===== src/rtl/matrix_job_ctrl_pkg.sv =====
// Shared types and constants for the matrix job controller: FSM encoding,
// engine-select values and buffer geometry.
package matrix_job_ctrl_pkg;

  typedef enum logic [2:0] {
    S_IDLE,
    S_LOAD,
    S_DISPATCH,
    S_WAIT,
    S_DRAIN
  } state_t;

  localparam logic MODE_SW     = 1'b0;
  localparam logic MODE_HW     = 1'b1;
  localparam int   N_WORDS_DEF = 4;
  localparam int   DATA_W      = 16;
  localparam int   ADDR_W      = 4;

  function automatic logic [ADDR_W-1:0] last_idx(input int n);
    return ADDR_W'(n - 1);
  endfunction

endpackage


===== src/rtl/matrix_job_ctrl_if.sv =====
// Operand, engine, result and status signals of the matrix job controller.
// 'master' is the controller side, 'slave' is the surrounding system/engine.
interface matrix_job_ctrl_if;
  import matrix_job_ctrl_pkg::*;

  logic              in_valid_i;
  logic              in_ready_o;
  logic [DATA_W-1:0] in_data_i;
  logic              mode_i;
  logic              eng_start_o;
  logic              eng_sel_o;
  logic [ADDR_W-1:0] eng_rd_addr_i;
  logic [DATA_W-1:0] eng_rd_data_o;
  logic              eng_res_valid_i;
  logic [DATA_W-1:0] eng_res_data_i;
  logic              out_valid_o;
  logic              out_ready_i;
  logic [DATA_W-1:0] out_data_o;
  logic              busy_o;
  logic              err_o;
  logic [15:0]       job_count_o;

  modport master (
    input  in_valid_i, in_data_i, mode_i, eng_rd_addr_i,
           eng_res_valid_i, eng_res_data_i, out_ready_i,
    output in_ready_o, eng_start_o, eng_sel_o, eng_rd_data_o,
           out_valid_o, out_data_o, busy_o, err_o, job_count_o
  );

  modport slave (
    output in_valid_i, in_data_i, mode_i, eng_rd_addr_i,
           eng_res_valid_i, eng_res_data_i, out_ready_i,
    input  in_ready_o, eng_start_o, eng_sel_o, eng_rd_data_o,
           out_valid_o, out_data_o, busy_o, err_o, job_count_o
  );

endinterface


===== src/rtl/matrix_job_ctrl_job_buf.sv =====
// Small word buffer: one synchronous write port, one asynchronous read port.
// Reads beyond DEPTH return zero.
module job_buf
  import matrix_job_ctrl_pkg::*;
#(
  parameter int DEPTH = N_WORDS_DEF
) (
  input  logic              clk_i,
  input  logic              rst_i,
  input  logic              we,
  input  logic [ADDR_W-1:0] waddr,
  input  logic [DATA_W-1:0] wdata,
  input  logic [ADDR_W-1:0] raddr,
  output logic [DATA_W-1:0] rdata
);

  logic [DATA_W-1:0] mem_q [DEPTH];

  always_ff @(posedge clk_i or posedge rst_i) begin
    if (rst_i) begin
      for (int i = 0; i < DEPTH; i++) mem_q[i] <= '0;
    end else if (we) begin
      for (int i = 0; i < DEPTH; i++) begin
        if (waddr == ADDR_W'(i)) mem_q[i] <= wdata;
      end
    end
  end

  // Address decode by comparison keeps out-of-range reads at zero.
  always_comb begin
    rdata = '0;
    for (int i = 0; i < DEPTH; i++) begin
      if (raddr == ADDR_W'(i)) rdata = mem_q[i];
    end
  end

endmodule


===== src/rtl/matrix_job_ctrl.sv =====
// Matrix job controller: collects N_WORDS operands, dispatches them to the
// selected engine, gathers N_WORDS results with a timeout, then streams them out.
module matrix_job_ctrl
  import matrix_job_ctrl_pkg::*;
#(
  parameter int N_WORDS = N_WORDS_DEF,
  parameter int TIMEOUT = 1024
) (
  input  logic              clk_i,
  input  logic              rst_i,
  matrix_job_ctrl_if.master bus
);

  localparam int                TMO_W    = (TIMEOUT > 2) ? $clog2(TIMEOUT) : 1;
  localparam logic [TMO_W-1:0]  TMO_LAST = TMO_W'(TIMEOUT - 1);
  localparam logic [ADDR_W-1:0] LAST_IDX = last_idx(N_WORDS);

  state_t            state_q;
  logic [ADDR_W-1:0] idx_q;
  logic [ADDR_W-1:0] rd_idx_q;
  logic [TMO_W-1:0]  tmo_q;
  logic              in_ready_q;
  logic              eng_start_q;
  logic              eng_sel_q;
  logic              out_valid_q;
  logic [DATA_W-1:0] out_data_q;
  logic              err_q;
  logic [15:0]       job_count_q;

  logic              in_fire;
  logic              res_fire;
  logic [ADDR_W-1:0] op_waddr;
  logic [ADDR_W-1:0] res_raddr;
  logic [DATA_W-1:0] res_rdata;

  assign in_fire  = bus.in_valid_i && in_ready_q;
  assign res_fire = (state_q == S_WAIT) && bus.eng_res_valid_i;
  assign op_waddr = (state_q == S_LOAD) ? idx_q : '0;
  // In DRAIN the buffer is read one word ahead so the next word is ready to
  // register on each handshake; elsewhere word 0 is prefetched for DRAIN entry.
  assign res_raddr = (state_q == S_DRAIN) ? rd_idx_q + ADDR_W'(1) : '0;

  job_buf #(.DEPTH(N_WORDS)) u_op_buf (
    .clk_i (clk_i),
    .rst_i (rst_i),
    .we    (in_fire),
    .waddr (op_waddr),
    .wdata (bus.in_data_i),
    .raddr (bus.eng_rd_addr_i),
    .rdata (bus.eng_rd_data_o)
  );

  job_buf #(.DEPTH(N_WORDS)) u_res_buf (
    .clk_i (clk_i),
    .rst_i (rst_i),
    .we    (res_fire),
    .waddr (idx_q),
    .wdata (bus.eng_res_data_i),
    .raddr (res_raddr),
    .rdata (res_rdata)
  );

  always_ff @(posedge clk_i or posedge rst_i) begin
    if (rst_i) begin
      state_q     <= S_IDLE;
      idx_q       <= '0;
      rd_idx_q    <= '0;
      tmo_q       <= '0;
      in_ready_q  <= 1'b1;
      eng_start_q <= 1'b0;
      eng_sel_q   <= MODE_SW;
      out_valid_q <= 1'b0;
      out_data_q  <= '0;
      err_q       <= 1'b0;
      job_count_q <= '0;
    end else begin
      eng_start_q <= 1'b0;
      unique case (state_q)
        S_IDLE: begin
          if (in_fire) begin
            eng_sel_q <= bus.mode_i;
            err_q     <= 1'b0;
            idx_q     <= ADDR_W'(1);
            state_q   <= S_LOAD;
          end
        end
        S_LOAD: begin
          if (in_fire) begin
            if (idx_q == LAST_IDX) begin
              idx_q       <= '0;
              in_ready_q  <= 1'b0;
              eng_start_q <= 1'b1;
              state_q     <= S_DISPATCH;
            end else begin
              idx_q <= idx_q + ADDR_W'(1);
            end
          end
        end
        S_DISPATCH: begin
          tmo_q   <= '0;
          state_q <= S_WAIT;
        end
        S_WAIT: begin
          if (bus.eng_res_valid_i) begin
            tmo_q <= '0;
            if (idx_q == LAST_IDX) begin
              idx_q       <= '0;
              rd_idx_q    <= '0;
              out_valid_q <= 1'b1;
              out_data_q  <= res_rdata;
              state_q     <= S_DRAIN;
            end else begin
              idx_q <= idx_q + ADDR_W'(1);
            end
          end else if (tmo_q == TMO_LAST) begin
            // Engine went silent: abandon the job, leave err set for software.
            err_q      <= 1'b1;
            idx_q      <= '0;
            in_ready_q <= 1'b1;
            state_q    <= S_IDLE;
          end else begin
            tmo_q <= tmo_q + TMO_W'(1);
          end
        end
        S_DRAIN: begin
          if (bus.out_ready_i) begin
            if (rd_idx_q == LAST_IDX) begin
              out_valid_q <= 1'b0;
              out_data_q  <= '0;
              job_count_q <= job_count_q + 16'd1;
              in_ready_q  <= 1'b1;
              state_q     <= S_IDLE;
            end else begin
              rd_idx_q   <= rd_idx_q + ADDR_W'(1);
              out_data_q <= res_rdata;
            end
          end
        end
        default: state_q <= S_IDLE;
      endcase
    end
  end

  assign bus.in_ready_o  = in_ready_q;
  assign bus.eng_start_o = eng_start_q;
  assign bus.eng_sel_o   = eng_sel_q;
  assign bus.out_valid_o = out_valid_q;
  assign bus.out_data_o  = out_data_q;
  assign bus.busy_o      = (state_q != S_IDLE);
  assign bus.err_o       = err_q;
  assign bus.job_count_o = job_count_q;

endmodule


===== src/flat_wrapper.sv =====
// flat-port wrapper written by rule: the top's interface ports become plain ports
module matrix_job_ctrl_flat import matrix_job_ctrl_pkg::*;
#(
  parameter int N_WORDS = N_WORDS_DEF,
  parameter int TIMEOUT = 1024
)
  (clk_i, rst_i, bus_in_valid_i, bus_in_data_i, bus_mode_i, bus_eng_rd_addr_i, bus_eng_res_valid_i, bus_eng_res_data_i, bus_out_ready_i, bus_in_ready_o, bus_eng_start_o, bus_eng_sel_o, bus_eng_rd_data_o, bus_out_valid_o, bus_out_data_o, bus_busy_o, bus_err_o, bus_job_count_o);
  matrix_job_ctrl_if bus_i ();
  input  logic clk_i;
  input  logic rst_i;
  input wire logic [$bits(bus_i.in_valid_i)-1:0] bus_in_valid_i;
  input wire logic [$bits(bus_i.in_data_i)-1:0] bus_in_data_i;
  input wire logic [$bits(bus_i.mode_i)-1:0] bus_mode_i;
  input wire logic [$bits(bus_i.eng_rd_addr_i)-1:0] bus_eng_rd_addr_i;
  input wire logic [$bits(bus_i.eng_res_valid_i)-1:0] bus_eng_res_valid_i;
  input wire logic [$bits(bus_i.eng_res_data_i)-1:0] bus_eng_res_data_i;
  input wire logic [$bits(bus_i.out_ready_i)-1:0] bus_out_ready_i;
  output wire logic [$bits(bus_i.in_ready_o)-1:0] bus_in_ready_o;
  output wire logic [$bits(bus_i.eng_start_o)-1:0] bus_eng_start_o;
  output wire logic [$bits(bus_i.eng_sel_o)-1:0] bus_eng_sel_o;
  output wire logic [$bits(bus_i.eng_rd_data_o)-1:0] bus_eng_rd_data_o;
  output wire logic [$bits(bus_i.out_valid_o)-1:0] bus_out_valid_o;
  output wire logic [$bits(bus_i.out_data_o)-1:0] bus_out_data_o;
  output wire logic [$bits(bus_i.busy_o)-1:0] bus_busy_o;
  output wire logic [$bits(bus_i.err_o)-1:0] bus_err_o;
  output wire logic [$bits(bus_i.job_count_o)-1:0] bus_job_count_o;
  assign bus_i.in_valid_i = bus_in_valid_i;
  assign bus_i.in_data_i = bus_in_data_i;
  assign bus_i.mode_i = bus_mode_i;
  assign bus_i.eng_rd_addr_i = bus_eng_rd_addr_i;
  assign bus_i.eng_res_valid_i = bus_eng_res_valid_i;
  assign bus_i.eng_res_data_i = bus_eng_res_data_i;
  assign bus_i.out_ready_i = bus_out_ready_i;
  assign bus_in_ready_o = bus_i.in_ready_o;
  assign bus_eng_start_o = bus_i.eng_start_o;
  assign bus_eng_sel_o = bus_i.eng_sel_o;
  assign bus_eng_rd_data_o = bus_i.eng_rd_data_o;
  assign bus_out_valid_o = bus_i.out_valid_o;
  assign bus_out_data_o = bus_i.out_data_o;
  assign bus_busy_o = bus_i.busy_o;
  assign bus_err_o = bus_i.err_o;
  assign bus_job_count_o = bus_i.job_count_o;
  matrix_job_ctrl #(.N_WORDS(N_WORDS), .TIMEOUT(TIMEOUT)) u_core (.clk_i(clk_i), .rst_i(rst_i), .bus(bus_i));
endmodule

===== config.mk =====
export PLATFORM = sky130hd
export DESIGN_NAME = matrix_job_ctrl_flat
export DESIGN_NICKNAME = d
export VERILOG_FILES = /design/src/rtl/matrix_job_ctrl_pkg.sv /design/src/rtl/matrix_job_ctrl_if.sv /design/src/rtl/matrix_job_ctrl_job_buf.sv /design/src/rtl/matrix_job_ctrl.sv /design/src/flat_wrapper.sv
export SDC_FILE = /design/constraint.sdc
export NUM_CORES = 1
export LEC_CHECK = 0
export ABC_AREA = 1
export CORE_ASPECT_RATIO = 2
export CORE_MARGIN = 5
export CORE_UTILIZATION = 57
export DETAILED_ROUTE_END_ITERATION = 10
export PLACE_DENSITY_LB_ADDON = 0.15
export SETUP_SLACK_MARGIN = 0.1
export SLEW_MARGIN = 10
export SYNTH_ARGS = -nofsm -noshare
export SYNTH_HDL_FRONTEND = slang
export SYNTH_SLANG_ARGS = --single-unit

===== constraint.sdc =====
create_clock -name clk_i -period 8.75 [get_ports clk_i]
set_clock_uncertainty 0.2 [all_clocks]
set_input_delay 1.75 -clock clk_i [delete_from_list [all_inputs] [get_ports clk_i]]
set_output_delay 1.75 -clock clk_i [all_outputs]
set_load 0.02 [all_outputs]

==> impl_metrics.prom <==
# TYPE chip_impl_metric gauge
chip_impl_metric{name="num_antenna_cells",unit=""} 0
chip_impl_metric{name="yosys_warnings",unit=""} 0
chip_impl_info{name="min_path_type",value="flop to flop"} 1
chip_impl_metric{name="totalWireLength",unit="um"} 20900
chip_impl_metric{name="ys_seq_area_frac",unit=""} 0.520
chip_impl_metric{name="number_of_antenna_violations_at_the_first_check_in_global_routing",unit=""} 0
chip_impl_info{name="crit_path_leading_delay_family",value="buffers and inverters"} 1
chip_impl_metric{name="buffer_ports.inserted",unit=""} 95
chip_impl_metric{name="layout-area-overhead-vs-synth",unit="%"} 17.4
chip_impl_metric{name="firstDrtPassIters",unit=""} 4
chip_impl_info{name="rsz0062_at_grt",value="no"} 1
chip_impl_metric{name="floorplan.die.width",unit="um"} 98.6
chip_impl_metric{name="finalHoldWorstSlack",unit="ns"} 0.273
chip_impl_metric{name="cts_resized",unit=""} 0
chip_impl_metric{name="critPathRequiredTime",unit="ns"} 6.80
chip_impl_metric{name="synth.cell_area",unit="mm2"} 0.00895
chip_impl_metric{name="detailroute.via_count",unit=""} 7127
chip_impl_metric{name="grt_use_total",unit=""} 0.236
chip_impl_metric{name="synth_cell_type_count",unit=""} 46
chip_impl_metric{name="final-hold-violation-count",unit=""} 0
chip_impl_metric{name="cts_post_setup_buffers_inserted",unit=""} 0
chip_impl_metric{name="clk_path_buf_depth",unit=""} 2
chip_impl_metric{name="worstMarginPinSlew",unit="ns"} 0.830
chip_impl_metric{name="synth_compound_gate_area_share",unit=""} 0.114
chip_impl_metric{name="design.portCount",unit=""} 96
chip_impl_metric{name="final.fill_count",unit=""} 1292
chip_impl_metric{name="timing.max_cap.violations",unit=""} 0
chip_impl_info{name="timing.setup.critical_path_class",value="input pin to primary output"} 1
chip_impl_info{name="critical_path.cell_chain",value="clkdlybuf4s50_1 > buf_4 > clkinv_1 > nand3_1 > o2111ai_1 > clkdlybuf4s50_1"} 1
chip_impl_metric{name="die-area",unit="mm2"} 0.0185
chip_impl_metric{name="die_height",unit="um"} 187
chip_impl_metric{name="post-place-cells",unit=""} 1286
chip_impl_metric{name="fin_cells",unit=""} 1317
chip_impl_info{name="cts_tree",value="yes"} 1
chip_impl_metric{name="ant_nets_after_route",unit=""} 0
chip_impl_info{name="largest_family_of_logic_cells_by_synthesized_area",value="simple AND/OR/NAND/NOR gates"} 1
chip_impl_metric{name="yosys.area_share.adder",unit=""} 0.00978
chip_impl_metric{name="synth_seq_cells",unit=""} 186
chip_impl_info{name="ys_top_cells_by_count",value="269 x sky130_fd_sc_hd__nand2_1, 185 x sky130_fd_sc_hd__dfrtp_1, 101 x sky130_fd_sc_hd__inv_1, 96 x sky130_fd_sc_hd__o21ai_0, 62 x sky130_fd_sc_hd__nand3_1"} 1
chip_impl_info{name="endpoint_kind",value="primary output"} 1
chip_impl_metric{name="post-route-period-util",unit=""} 0.750
chip_impl_metric{name="cp_slowest_stage_delay",unit="ns"} 0.73
chip_impl_metric{name="setup_violations",unit=""} 0
chip_impl_metric{name="critical_path.n_buffers_inverters",unit=""} 4
chip_impl_metric{name="insertion_delay_of_the_later_clocked_pin_in_the_worst_skew_pair",unit="ns"} 0.42
chip_impl_metric{name="clk_pin_slew_worst_paths",unit="ns"} 0.07
chip_impl_metric{name="grt_pass1_vias",unit=""} 7267
chip_impl_metric{name="timing.max_slew.rel_slack",unit=""} 0.447
chip_impl_info{name="yosys_most_used_dff",value="sky130_fd_sc_hd__dfrtp_1"} 1
chip_impl_info{name="cpMaxStageDelayCell",value="sky130_fd_sc_hd__nand3_1"} 1
chip_impl_info{name="synthDominantAreaCellType",value="sky130_fd_sc_hd__dfrtp_1"} 1
chip_impl_metric{name="post_synth.cell_area_avg",unit="um2"} 8.71
chip_impl_info{name="synth.top_cells.by_area",value="sky130_fd_sc_hd__dfrtp_1 52%, sky130_fd_sc_hd__nand2_1 11%, sky130_fd_sc_hd__o21ai_0 5.4%"} 1
chip_impl_metric{name="finish.utilization",unit=""} 0.684
chip_impl_metric{name="grt_start_max_net_pins",unit=""} 86
chip_impl_metric{name="wl_per_cell",unit="um"} 15.9
chip_impl_metric{name="cts_hold_buf",unit=""} 0
chip_impl_metric{name="tns",unit="ns"} 0
chip_impl_metric{name="cts_max_level",unit=""} 4
chip_impl_metric{name="nets",unit=""} 1156
chip_impl_metric{name="place_hpwl",unit="um"} 14200
chip_impl_metric{name="syn_nets",unit=""} 1077
chip_impl_info{name="result_of_the_run",value="finished clean"} 1
chip_impl_metric{name="gr-total-overflow",unit=""} 0
chip_impl_metric{name="cp_arrival",unit="ns"} 4.61
chip_impl_metric{name="power_per_cell_area",unit="mW/mm2"} 264
chip_impl_metric{name="timing.critical_path.fanout_max",unit=""} 33
chip_impl_metric{name="vdd_drop_max",unit="uV"} 172
chip_impl_metric{name="power.leakage",unit="nW"} 5.00
chip_impl_metric{name="global_route_wire_length_before_repair",unit="um"} 35300
chip_impl_metric{name="residual_drc",unit=""} 0
chip_impl_metric{name="globalplace.congestion",unit=""} 0.874
chip_impl_metric{name="synth_simple_gate_area_frac",unit=""} 0.237
chip_impl_metric{name="viasPerCell",unit=""} 5.41
chip_impl_metric{name="maxSlewViolCount",unit=""} 0
chip_impl_metric{name="final_period_minus_worst_setup_slack",unit="ns"} 6.56
chip_impl_metric{name="drive_above_1_share",unit=""} 0.0938
chip_impl_metric{name="cts_sinks",unit=""} 186
chip_impl_metric{name="synth.mux.area_fraction",unit=""} 0.0239
chip_impl_metric{name="timing.reg2reg.setup_slack",unit="ns"} 6.30
chip_impl_metric{name="synthXorXnorAreaFrac",unit=""} 0.0157
chip_impl_metric{name="synth_edf_count",unit=""} 0
chip_impl_info{name="critPathLaunchType",value="input pin"} 1
chip_impl_metric{name="timing.fmax",unit="GHz"} 0.152
chip_impl_metric{name="detailedRoute.firstIterationViolations",unit=""} 368
chip_impl_info{name="post-synth-top-count-cell",value="sky130_fd_sc_hd__nand2_1"} 1
chip_impl_metric{name="initial_core_util",unit=""} 0.582
chip_impl_metric{name="floorplan.rows",unit=""} 64
chip_impl_metric{name="post_synth_arst_share",unit=""} 1.00
chip_impl_info{name="timing.critical_path.mode_cell",value="sky130_fd_sc_hd__clkdlybuf4s50_1"} 1
chip_impl_metric{name="yosysTopAreaCellShare",unit=""} 0.517
chip_impl_metric{name="core_region_area",unit="mm2"} 0.0154
chip_impl_metric{name="cts_buffers",unit=""} 17
chip_impl_metric{name="synthCells",unit=""} 1028
chip_impl_info{name="clock_tree.root_cell",value="sky130_fd_sc_hd__clkbuf_16"} 1
[cell type report]
cell class                      count  area [um2]  share of cell area
Clock buffer                       20         457              0.0434
Tap cell                          198         248              0.0236
Sequential cell                   186        4660               0.443
Multi-Input combinational cell    686        3590               0.342
Clock inverter                     11         111              0.0106
Timing Repair Buffer              104        1020              0.0969
Inverter                          112         430              0.0409
[stage by stage]
stage / setup WS [ns] / cell area, um2 / power, mW
floorplan: 1.74 / 8950 / 1.78
CTS: 2.21 / 10500 / 2.79
finish: 2.19 / 10500 / 2.78
global placement: 2.24 / 9940 / 2.01
global route: 2.03 / 10500 / 2.96
detailed placement: 2.22 / 9940 / 2.04
[worst paths after layout]
| path | start | endpoint | cells past startpoint |
|---|---|---|---|
| worst min register to register | u_core.u_res_buf.mem_q[0]$_DFFE_PP0P_ | u_core.u_res_buf.mem_q[0]$_DFFE_PP0P_ | 2 |
| worst max register to register | u_core.rd_idx_q[0]$_DFFE_PP0P_ | u_core.bus.out_data_o[9]$_DFFE_PP0P_ | 11 |
| min in group asynchronous | rst_i | u_core.u_op_buf.mem_q[59]$_DFFE_PP0P_ | 2 |
| worst max-delay path | bus_eng_rd_addr_i[0] | bus_eng_rd_data_o[14] | 6 |
| max in group asynchronous | rst_i | u_core.bus.err_o$_DFFE_PP0P_ | 3 |
| worst min-delay path | u_core.u_res_buf.mem_q[0]$_DFFE_PP0P_ | u_core.u_res_buf.mem_q[0]$_DFFE_PP0P_ | 2 |
[worst register-to-register path: stages (launching register included)]
cell	delay, ns
sky130_fd_sc_hd__dfrtp_1	0.51
sky130_fd_sc_hd__ha_1	0.22
sky130_fd_sc_hd__inv_1	0.05
sky130_fd_sc_hd__nand2_1	0.05
sky130_fd_sc_hd__nand2_1	0.09
sky130_fd_sc_hd__nand2_4	0.15
sky130_fd_sc_hd__nand2_2	0.09
sky130_fd_sc_hd__nor2_2	0.60
sky130_fd_sc_hd__nand2_1	0.10
sky130_fd_sc_hd__o21ai_0	0.13
sky130_fd_sc_hd__o21ai_1	0.13
sky130_fd_sc_hd__nand2_1	0.08
[metal layers]
layer / track usage / up-vias / part of all wire
met5: 0 / - / 0
met4: 0.0836 / 0 / 0.018
met3: 0.0347 / 24 / 0.040
met2: 0.431 / 173 / 0.54
met1: 0.278 / 3425 / 0.40
li1: - / 3505 / -
[kinds of logic (layout without fill, tap and decap cells)]
| kind of cell | after synthesis | after routing |
|---|---|---|
| simple gates | 459 | 459 |
| flops | 186 | 186 |
| buf+inv | 156 | 247 |
| fa+ha+maj | 7 | 7 |
| compound gates | 185 | 185 |
| mux | 19 | 19 |
| xor+xnor | 16 | 16 |
[registers in the layout, indices dropped and copies added, names as in the netlist, 3 cells and up]
name                    count
u_core.bus.job_count_o     16
u_core.tmo_q               10
u_core.u_res_buf.mem_q     64
u_core.u_op_buf.mem_q      64
u_core.rd_idx_q             4
u_core.bus.out_data_o      16
u_core.idx_q                4
u_core.state_q              3
[where the power goes]
part / leakage (nW) / total (mW) / switching [mW] / internal, mW
sequential: 2.40 / 1.30 / 0.155 / 1.14
combinational: 2.33 / 0.732 / 0.438 / 0.294
clock: 0.267 / 0.745 / 0.335 / 0.410
[placed cells by master (no fill, tap or decap), drive strengths merged, types with 2 or more instances in the layout]
cell	n
ha	7
nand4	27
nor3	8
xnor2	6
mux2	19
nand2	278
clkinvlp	4
clkbuf	20
o2111ai	16
xor2	10
o21ai	156
inv	114
or2	2
a31oi	2
nand3b	2
nor3b	2
a21oi	9
nor2	70
nand3	67
dfrtp	185
buf	9
clkinv	4
clkdlybuf4s50	95
No activity file was read; power rests on OpenSTA's default activity.
